File: config.mk
export PLATFORM = sky130hd
export DESIGN_NAME = aes_inv_cipher_ctrl
export DESIGN_NICKNAME = d
export VERILOG_FILES = /design/src/rtl/aes_ctrl_pkg.sv /design/src/rtl/aes_round_cnt.sv /design/src/rtl/aes_inv_cipher_ctrl.sv
export SDC_FILE = /design/constraint.sdc
export NUM_CORES = 1
export LEC_CHECK = 0
export BUFFER_PORTS_ARGS = -buffer_cell sky130_fd_sc_hd__clkbuf_2
export CELL_PAD_IN_SITES_DETAIL_PLACEMENT = 1
export CELL_PAD_IN_SITES_GLOBAL_PLACEMENT = 2
export CORE_ASPECT_RATIO = 0.6
export CORE_MARGIN = 3
export CORE_UTILIZATION = 30
export CTS_CLUSTER_DIAMETER = 60
export DETAILED_ROUTE_END_ITERATION = 10
export PLACE_DENSITY = 0.71
export SYNTH_ARGS = -nofsm -noshare
export SYNTH_HDL_FRONTEND = slang
export SYNTH_SLANG_ARGS = --single-unit
export TNS_END_PERCENT = 20
File: constraint.sdc
create_clock -name CLK -period 2.3 [get_ports CLK]
set_clock_uncertainty 0.05 [all_clocks]
set_input_delay 0.345 -clock CLK [delete_from_list [all_inputs] [get_ports CLK]]
set_output_delay 0.345 -clock CLK [all_outputs]
set_load 0.005 [all_outputs]
File: src/rtl/aes_ctrl_pkg.sv
// Shared encodings for the AES-128 inverse cipher sequencer and datapath.
// Optional abort input is enabled with the AES_CTRL_ABORT_EN macro.
package aes_ctrl_pkg;

  localparam int AES128_ROUNDS = 10;
  localparam int IMC_COLS      = 4;

  typedef enum logic [2:0] {
    FUNC_HALT = 3'd0,
    FUNC_LOAD = 3'd1,
    FUNC_ARK  = 3'd2,
    FUNC_ISR  = 3'd3,
    FUNC_ISB  = 3'd4,
    FUNC_IMC  = 3'd5
  } func_t;

  typedef enum logic [2:0] {
    ST_IDLE = 3'd0,
    ST_LOAD = 3'd1,
    ST_ARK  = 3'd2,
    ST_ISR  = 3'd3,
    ST_ISB  = 3'd4,
    ST_IMC  = 3'd5,
    ST_DONE = 3'd6
  } ctrl_state_t;

  function automatic int sub_width(input int lat);
    int m;
    m = (lat > IMC_COLS) ? lat : IMC_COLS;
    return (m > 4) ? $clog2(m) : 2;
  endfunction

endpackage

File: src/rtl/aes_round_cnt.sv
// Round and sub-step counters for the inverse cipher sequencer.
// Exposes next-state values so the FSM can register its outputs.
module aes_round_cnt
  import aes_ctrl_pkg::*;
#(
  parameter int NUM_ROUNDS   = AES128_ROUNDS,
  parameter int SUBBYTES_LAT = 1,
  parameter int SUB_W        = 2
) (
  input  logic             clk_i,
  input  logic             rst_ni,
  input  logic             rnd_clr_i,
  input  logic             rnd_inc_i,
  input  logic             sub_clr_i,
  input  logic             sub_inc_i,
  output logic [3:0]       rnd_d_o,
  output logic [SUB_W-1:0] sub_d_o,
  output logic             rnd_zero_o,
  output logic             rnd_last_o,
  output logic             isb_last_o,
  output logic             imc_last_o
);

  logic [3:0]       rnd_q, rnd_d;
  logic [SUB_W-1:0] sub_q, sub_d;

  always_comb begin
    rnd_d = rnd_q;
    if (rnd_clr_i)      rnd_d = '0;
    else if (rnd_inc_i) rnd_d = rnd_q + 4'd1;
  end

  always_comb begin
    sub_d = sub_q;
    if (sub_clr_i)      sub_d = '0;
    else if (sub_inc_i) sub_d = sub_q + 1'b1;
  end

  always_ff @(posedge clk_i) begin
    if (!rst_ni) begin
      rnd_q <= '0;
      sub_q <= '0;
    end else begin
      rnd_q <= rnd_d;
      sub_q <= sub_d;
    end
  end

  assign rnd_d_o    = rnd_d;
  assign sub_d_o    = sub_d;
  assign rnd_zero_o = (rnd_q == 4'd0);
  assign rnd_last_o = (rnd_q == 4'(NUM_ROUNDS));
  assign isb_last_o = (sub_q == SUB_W'(SUBBYTES_LAT - 1));
  assign imc_last_o = (sub_q == SUB_W'(IMC_COLS - 1));

endmodule

File: src/rtl/aes_inv_cipher_ctrl.sv
// Sequencer for the shared AES-128 decryption datapath.
// Define AES_CTRL_ABORT_EN to add the AES_ABORT input.
module aes_inv_cipher_ctrl
  import aes_ctrl_pkg::*;
#(
  parameter int NUM_ROUNDS   = AES128_ROUNDS,
  parameter int SUBBYTES_LAT = 1
) (
  input  logic       CLK,
  input  logic       RESET,
  input  logic       AES_START,
`ifdef AES_CTRL_ABORT_EN
  input  logic       AES_ABORT,
`endif
  output logic       AES_DONE,
  output logic       BUSY,
  output logic       LOAD_STATE,
  output logic [2:0] FUNC,
  output logic [1:0] WORD_SEL,
  output logic [3:0] KEY_IDX,
  output logic       STATE_WE
);

  localparam int SUB_W = sub_width(SUBBYTES_LAT);

  ctrl_state_t      state_q, state_d;
  logic             rnd_clr, rnd_inc;
  logic             sub_clr, sub_inc;
  logic [3:0]       rnd_d;
  logic [SUB_W-1:0] sub_d;
  logic             rnd_zero, rnd_last;
  logic             isb_last, imc_last;
  logic             abort;

`ifdef AES_CTRL_ABORT_EN
  assign abort = AES_ABORT & BUSY;
`else
  assign abort = 1'b0;
`endif

  aes_round_cnt #(
    .NUM_ROUNDS  (NUM_ROUNDS),
    .SUBBYTES_LAT(SUBBYTES_LAT),
    .SUB_W       (SUB_W)
  ) u_cnt (
    .clk_i     (CLK),
    .rst_ni    (RESET),
    .rnd_clr_i (rnd_clr),
    .rnd_inc_i (rnd_inc),
    .sub_clr_i (sub_clr),
    .sub_inc_i (sub_inc),
    .rnd_d_o   (rnd_d),
    .sub_d_o   (sub_d),
    .rnd_zero_o(rnd_zero),
    .rnd_last_o(rnd_last),
    .isb_last_o(isb_last),
    .imc_last_o(imc_last)
  );

  always_comb begin
    state_d = state_q;
    rnd_clr = 1'b0;
    rnd_inc = 1'b0;
    sub_clr = 1'b0;
    sub_inc = 1'b0;
    unique case (state_q)
      ST_IDLE: begin
        if (AES_START) begin
          state_d = ST_LOAD;
          rnd_clr = 1'b1;
          sub_clr = 1'b1;
        end
      end
      ST_LOAD: state_d = ST_ARK;
      ST_ARK: begin
        if (rnd_zero) begin
          state_d = ST_ISR;
          rnd_inc = 1'b1;
        end else if (rnd_last) begin
          state_d = ST_DONE;
        end else begin
          state_d = ST_IMC;
          sub_clr = 1'b1;
        end
      end
      ST_ISR: begin
        state_d = ST_ISB;
        sub_clr = 1'b1;
      end
      ST_ISB: begin
        if (isb_last) state_d = ST_ARK;
        else          sub_inc = 1'b1;
      end
      ST_IMC: begin
        if (imc_last) begin
          state_d = ST_ISR;
          rnd_inc = 1'b1;
          sub_clr = 1'b1;
        end else begin
          sub_inc = 1'b1;
        end
      end
      ST_DONE: begin
        if (!AES_START) state_d = ST_IDLE;
      end
      default: state_d = ST_IDLE;
    endcase
    // Abort discards the operation; counters restart on the next request
    if (abort) begin
      state_d = ST_IDLE;
      rnd_clr = 1'b1;
      rnd_inc = 1'b0;
      sub_clr = 1'b1;
      sub_inc = 1'b0;
    end
  end

  always_ff @(posedge CLK) begin
    if (!RESET) begin
      state_q    <= ST_IDLE;
      AES_DONE   <= 1'b0;
      BUSY       <= 1'b0;
      LOAD_STATE <= 1'b0;
      FUNC       <= FUNC_HALT;
      WORD_SEL   <= '0;
      KEY_IDX    <= '0;
      STATE_WE   <= 1'b0;
    end else begin
      state_q    <= state_d;
      AES_DONE   <= (state_d == ST_DONE);
      BUSY       <= (state_d != ST_IDLE) && (state_d != ST_DONE);
      LOAD_STATE <= (state_d == ST_LOAD);
      WORD_SEL   <= (state_d == ST_IMC) ? 2'(sub_d) : 2'd0;
      KEY_IDX    <= (state_d == ST_ARK) ? 4'(NUM_ROUNDS) - rnd_d : 4'd0;
      unique case (state_d)
        ST_LOAD: begin FUNC <= FUNC_LOAD; STATE_WE <= 1'b1; end
        ST_ARK:  begin FUNC <= FUNC_ARK;  STATE_WE <= 1'b1; end
        ST_ISR:  begin FUNC <= FUNC_ISR;  STATE_WE <= 1'b1; end
        ST_ISB: begin
          FUNC     <= FUNC_ISB;
          STATE_WE <= (sub_d == SUB_W'(SUBBYTES_LAT - 1));
        end
        ST_IMC:  begin FUNC <= FUNC_IMC;  STATE_WE <= 1'b1; end
        default: begin FUNC <= FUNC_HALT; STATE_WE <= 1'b0; end
      endcase
    end
  end

endmodule

==> run_results.csv, run 1 <==
group,metric,value,unit
placed_design,port_buffers,15,
detailed_routing,drt-wirelength-per-cell,14.8,um
clock_tree,clock-root-buffer,"clkbuf_8",
power_and_ir_drop,total_power,1.04,mW
critical_path,crit_path_start_kind,"flip-flop",
synthesis,yosys_warnings,0,
timing,fin_crit,2.10,ns
final_layout,drive_gt1_frac,0.211,
critical_path,cp.required,2.41,ns
synthesis,synth_common_cells,"dfxtp_1, and2_1, inv_1, nor2_1, ha_1",
timing,fin_ws,0.204,ns
synthesis,synth.most_common_cell,"dfxtp_1",
synthesis,synthCells,132,
critical_path,path_cells,"inv_1, ha_1, nor3b_4, o21ai_0, o211a_1, inv_1, and3_1, a211o_1",
placed_design,dpl.cell_count,189,
die,die_h,55.6,um
global_routing,grt_start_max_net_pins,18,
clock_tree,insertion_delay,0.27,ns
synthesis,ys_seq_elements,22,
timing,rsz0062_at_grt,"false",
clock_tree,path_clk_slew,0.08,ns
critical_path,endpoint_kind,"flip-flop",
placed_design,pre_cts_slack,0.184,ns
global_routing,grt_pass1_vias,954,
die,rows,17,
synthesis,async_reset_ff_frac,0,
final_layout,synthToLayoutAreaGrowth,15.3,%
detailed_routing,detail_route.first_pass.iterations,2,
synthesis,synth_top_area_cell,"dfxtp_1",
critical_path,arrival,2.21,ns
clock_tree,cts_hold_buf,0,
final_layout,diodes,0,
timing,relSlewSlack,0.621,
status,status,"complete, no violations",
global_routing,grt_usage,0.127,
min_path,hp-class,"in -> reg",
critical_path,cpPeakStageDelay,0.45,ns
timing,hold_viol,0,
timing,layout_worst_path_cycle_share,0.911,
synthesis,synth_edf_count,0,
detailed_routing,vias,979,
final_layout,regArea,440,sq um
global_routing,grt_overflow,0,
final_layout,nets,159,
detailed_routing,drt-total-wl,2.87,mm
synthesis,netlist_top_cells_area,"dfxtp_1, ha_1, and2_1",
clock_tree,tritoncts,"yes",
global_routing,antenna_found_initial,0,
power_and_ir_drop,peakVddDrop,0.000220,V
final_layout,multi_input_area,727,sq um
critical_path,cp_common_cell,"inv_1",
timing,max_freq,0.477,GHz
die,die_w,88.7,um
critical_path,cp_top_family,"compound AO/OA/AOI/OAI gates",
synthesis,yosysUniqueCellTypes,43,
timing,slew_violations,0,
min_path,min_from,"RESET",
final_layout,stdcell_count,194,
detailed_routing,ant_nets,0,
clock_tree,cts_sinks,22,
placed_design,place_area,0.00133,sq mm
die,start_util,0.323,
timing,setup-tns-final,0,ns
critical_path,path_buf_inv,2,
detailed_routing,drcViolationCount,0,
timing,setup_viol,0,
synthesis,syn_area,0.00123,sq mm
detailed_routing,vias_per_cell,5.05,
power_and_ir_drop,power_density,737,mW/mm^2
clock_tree,h-tree-depth,1,
placed_design,globalplace.congestion,0.746,
synthesis,syn_avg_cell_area,9.32,sq um
global_routing,grt_pass1_wl,4.81,mm
final_layout,nFillCells,450,
synthesis,synth_seq_area_share,0.358,
final_layout,fin_area,0.00142,sq mm
power_and_ir_drop,p_leak,0.690,nW
final_layout,final_util,0.372,
critical_path,critPathLaunch,"u_cnt.rnd_q[0]$_SDFF_PN0_",
clock_tree,numCtsBuffers,3,
synthesis,synth_ff_type,"dfxtp_1",
timing,hold_slack,0.497,ns
critical_path,cp_max_fo,6,
placed_design,dp_hpwl,2.13,mm
critical_path,timing.rr.start,"u_cnt.rnd_q[0]$_SDFF_PN0_",
die,dieArea,0.00493,sq mm
flow_run,maxCapViolations,0,
critical_path,slowest_stage,"dfxtp_1",
timing,worst_pin_slew,0.568,ns
synthesis,synth_top_cell_area_share,0.358,
die,coreArea,0.00381,sq mm
die,pin_count,16,
detailed_routing,drt_iter0_drc,28,
synthesis,syn-num-nets,143,
critical_path,path_class,"reg -> reg",
clock_tree,clock_path_buffers,2,
[worst paths after layout]
path                                     to  slack [ns]  cells after the start
setup / recovery        STATE_WE$_SDFF_PN0_        0.20                      8
hold / removal    u_cnt.sub_q[0]$_SDFF_PN0_        0.50                      2
setup reg to reg        STATE_WE$_SDFF_PN0_        0.20                      8
hold reg to reg   u_cnt.rnd_q[3]$_SDFF_PN0_        0.69                      3
[routing by layer]
layer  up-vias  global-route usage  routed length, um
li1        489                   -                  -
met1       463               0.195               1610
met2        22               0.165               1080
met3         5              0.0355                140
met4         0              0.0409                 47
met5         -                   0                  0
[flip-flops by register name, indices dropped and copies added, names as in the netlist]
signal and cells:
AES_DONE 1, BUSY 1, FUNC 3, KEY_IDX 4, LOAD_STATE 1, STATE_WE 1, WORD_SEL 2, state_q 3
u_cnt.rnd_q 4, u_cnt.sub_q 2
[placed cells by master (no fill, tap or decap), drive strengths merged, types with 2 or more instances in the layout]
master | synthesis | routed
o21ai | 4 | 4
nor3b | 3 | 3
or3 | 2 | 2
a31oi | 2 | 2
mux2i | 6 | 6
nand2 | 6 | 6
nor3 | 4 | 4
xnor2 | 3 | 3
nand3b | 2 | 2
a21oi | 3 | 3
ha | 8 | 8
dfxtp | 22 | 22
nand4b | 2 | 2
clkbuf | 2 | 18
o211ai | 3 | 3
and3 | 6 | 6
nor2b | 4 | 4
inv | 10 | 10
nor2 | 10 | 10
nand3 | 3 | 3
and2 | 11 | 11
[cell type report]
| cell class | instances | share of cell area |
|---|---|---|
| multi-input cells | 95 | 0.513 |
| flip-flops and latches | 22 | 0.311 |
| repair buffers | 16 | 0.0583 |
| well taps | 47 | 0.0415 |
| clock buffers | 3 | 0.0291 |
| inverters | 10 | 0.0265 |
| clock inverters | 1 | 0.0212 |
[power by group]
| part | total, mW | switching (mW) | leakage, nW | internal [mW] |
|---|---|---|---|---|
| logic | 0.227 | 0.125 | 0.475 | 0.102 |
| clock network | 0.368 | 0.135 | 0.0357 | 0.233 |
| registers | 0.450 | 0.0372 | 0.179 | 0.413 |
[worst reg2reg max path: stages, from the launching register on]
cell	delay (ns)
dfxtp_1	0.45
inv_1	0.11
ha_1	0.23
nor3b_4	0.18
o21ai_0	0.24
o211a_1	0.22
inv_1	0.08
and3_1	0.18
a211o_1	0.26
[timing repair]
action / CTS / global route
endpoints found under the setup margin: 0 / 2
gates resized for setup: 0 / 1
setup buffers: 0 / 1
[cell families after synthesis]
| family | share of synthesized area |
|---|---|
| mux | 0.0580 |
| buf+inv | 0.0560 |
| xor+xnor | 0.0214 |
| compound gates | 0.108 |
| simple gates | 0.317 |
| flops | 0.358 |
| fa+ha+maj | 0.0814 |
Power figures use the tool's default switching activity.
==> inputs of run 2 (changes only) <==
- CORE_UTILIZATION: 30 -> 31
==> run 2 against run 1 <==
Against the previous run: via count down 1.4%; setup slack worse by 0.015 ns; largest cell class unchanged; critical path type unchanged; routed wire length up 6.5%; non-clock buffer count up 2; sequential share of layout area down 0.33 points; critical endpoint unchanged; maximum frequency down 0.71%.
==> run_results.csv, run 2 (same netlist as run 1, synthesis figures left out) <==
group,metric,value,unit
timing,layout_worst_path_cycle_share,0.918,
detailed_routing,drt-total-wl,3.06,mm
clock_tree,clock-root-buffer,"clkbuf_8",
final_layout,final_util,0.383,
detailed_routing,drt_iter0_drc,55,
critical_path,ff2ff_setup_slack,0.19,ns
min_path,hold_depth,3,
min_path,min_from,"RESET",
clock_tree,h-tree-depth,1,
power_and_ir_drop,switching_share,0.291,
critical_path,timing.rr.start,"u_cnt.rnd_q[0]$_SDFF_PN0_",
die,die_w,87.3,um
power_and_ir_drop,peakVddDrop,0.000363,V
die,dieArea,0.00478,sq mm
timing,slew_violations,0,
clock_tree,cts_setup_buffers,0,
critical_path,cp_top_family,"simple AND/OR/NAND/NOR gates",
die,start_util,0.329,
critical_path,endpoint_kind,"flip-flop",
clock_tree,numCtsBuffers,3,
clock_tree,tritoncts,"yes",
min_path,hold_path_end,"KEY_IDX[3]$_SDFF_PN0_",
critical_path,path_buf_inv,1,
critical_path,r2r_end,"STATE_WE$_SDFF_PN0_",
power_and_ir_drop,intPower,0.754,mW
final_layout,diodes,0,
timing,relSlewSlack,0.598,
global_routing,grt_usage,0.142,
placed_design,dp_hpwl,2.33,mm
final_layout,drive_gt1_frac,0.221,
timing,rsz0062_at_grt,"false",
final_layout,layout.cells.most_common,"dfxtp_1",
timing,max_freq,0.474,GHz
final_layout,multi_input_area,727,sq um
final_layout,final_cell_mix,"dfxtp_1, clkbuf_2, and2_1",
critical_path,path_cells,"inv_1, ha_1, nor3b_4, nor4_1, nor2_1, a31oi_1, a211o_1",
placed_design,globalplace.congestion,0.776,
flow_run,maxCapViolations,0,
final_layout,synthToLayoutAreaGrowth,16.5,%
detailed_routing,drcViolationCount,0,
timing,setup_viol,0,
die,rows,17,
critical_path,arrival,2.28,ns
global_routing,grt_pass1_wl,5.04,mm
critical_path,cp_max_fo,6,
critical_path,slowest_stage,"nor4_1",
power_and_ir_drop,power_frac_clock,0.353,
critical_path,crit_path_start_kind,"flip-flop",
clock_tree,path_clk_slew,0.09,ns
global_routing,antenna_found_initial,0,
final_layout,regArea,440,sq um
die,pin_count,16,
global_routing,grt_start_max_net_pins,18,
timing,setup-tns-final,0,ns
power_and_ir_drop,power_density,743,mW/mm^2
detailed_routing,ant_nets,0,
critical_path,path_class,"reg -> reg",
placed_design,port_buffers,15,
critical_path,cpPeakStageDelay,0.52,ns
detailed_routing,detail_route.first_pass.iterations,4,
power_and_ir_drop,netSwitchingPower,0.310,mW
power_and_ir_drop,seq_power_share,0.419,
detailed_routing,vias_per_cell,4.92,
final_layout,largestRegisters,"KEY_IDX: 4 flops, u_cnt.rnd_q: 4 flops",
timing,worst_pin_slew,0.597,ns
timing,fin_crit,2.11,ns
critical_path,cp.required,2.47,ns
final_layout,nets,161,
die,die_h,54.8,um
die,coreArea,0.00374,sq mm
clock_tree,clock_path_buffers,2,
detailed_routing,vias,965,
global_routing,grt_overflow,0,
power_and_ir_drop,p_comb_frac,0.228,
min_path,hp-class,"in -> reg",
detailed_routing,drt-wirelength-per-cell,15.6,um
clock_tree,insertion_delay,0.27,ns
global_routing,grt_pass1_vias,977,
clock_tree,cts_sinks,22,
power_and_ir_drop,p_leak,0.701,nW
status,status,"complete, no violations",
final_layout,nFillCells,444,
critical_path,r2r_cells,7,
timing,hold_viol,0,
[run 2: cell count changes in the layout (fill, tap and decap cells not counted), sizes merged]
cell and change:
buf +2
[run 2: power groups by stage]
stage | clock, mW | combinational [mW] | sequential (mW)
global route | 0.393 | 0.276 | 0.451
finish | 0.376 | 0.243 | 0.446
floorplan | 0 | 0.173 | 0.440
detailed placement | 0 | 0.241 | 0.455
global placement | 0 | 0.239 | 0.453
CTS | 0.384 | 0.244 | 0.446
[run 2: worst max path at each step]
stage                         startpoint                   to  slack, ns  cells past startpoint
6_report       u_cnt.rnd_q[0]$_SDFF_PN0_  STATE_WE$_SDFF_PN0_       0.19                      7
3_5_place_dp   u_cnt.rnd_q[0]$_SDFF_PN0_   FUNC[0]$_SDFF_PN0_       0.15                      8
5_1_grt        u_cnt.rnd_q[0]$_SDFF_PN0_   FUNC[0]$_SDFF_PN0_       0.02                      8
3_3_place_gp   u_cnt.rnd_q[0]$_SDFF_PN0_   FUNC[0]$_SDFF_PN0_       0.19                      8
2_1_floorplan  u_cnt.sub_q[0]$_SDFF_PN0_   FUNC[0]$_SDFF_PN0_       0.44                      8
4_1_cts        u_cnt.rnd_q[0]$_SDFF_PN0_   FUNC[0]$_SDFF_PN0_       0.15                      8
[run 2: what timing repair did]
item | CTS | global route
gates resized for setup | 0 | 1
hold buffers | 0 | 0
endpoints found under the setup margin | 0 | 2
[run 2: final cells by class]
class	count	share of cell area
clock inverters	1	0.0210
clock buffers	3	0.0288
inverters	10	0.0262
well taps	47	0.0410
multi-input cells	95	0.507
repair buffers	18	0.0681
flip-flops and latches	22	0.307
[run 2: per-layer routing]
| layer | GRT usage | part of all wire | up-vias |
|---|---|---|---|
| met5 | 0 | 0 | - |
| met4 | 0.0306 | 0.0095 | 0 |
| met3 | 0.0286 | 0.034 | 4 |
| met2 | 0.223 | 0.41 | 18 |
| met1 | 0.203 | 0.55 | 449 |
| li1 | - | - | 494 |
[run 2: worst register-to-register path: cells and delay by family (launching register included)]
kind / cells / cell delay (ns)
and+or+nand+nor: 3 / 0.81
DFF: 1 / 0.44
AOI/OAI and AO/OA: 2 / 0.44
adders and majority gates: 1 / 0.21
buffers and inverters: 1 / 0.10
[run 2: through the flow]
step	instance area, sq um	instances	hold slack [ns]	worst slack [ns]	total power, mW
6_report	1430	196	0.487	0.189	1.06
5_1_grt	1430	196	0.526	0.0182	1.12
4_1_cts	1430	196	0.485	0.146	1.07
3_5_place_dp	1360	192	0.668	0.153	0.696
3_3_place_gp	1360	192	0.634	0.190	0.692
2_1_floorplan	1230	132	0.441	0.438	0.613
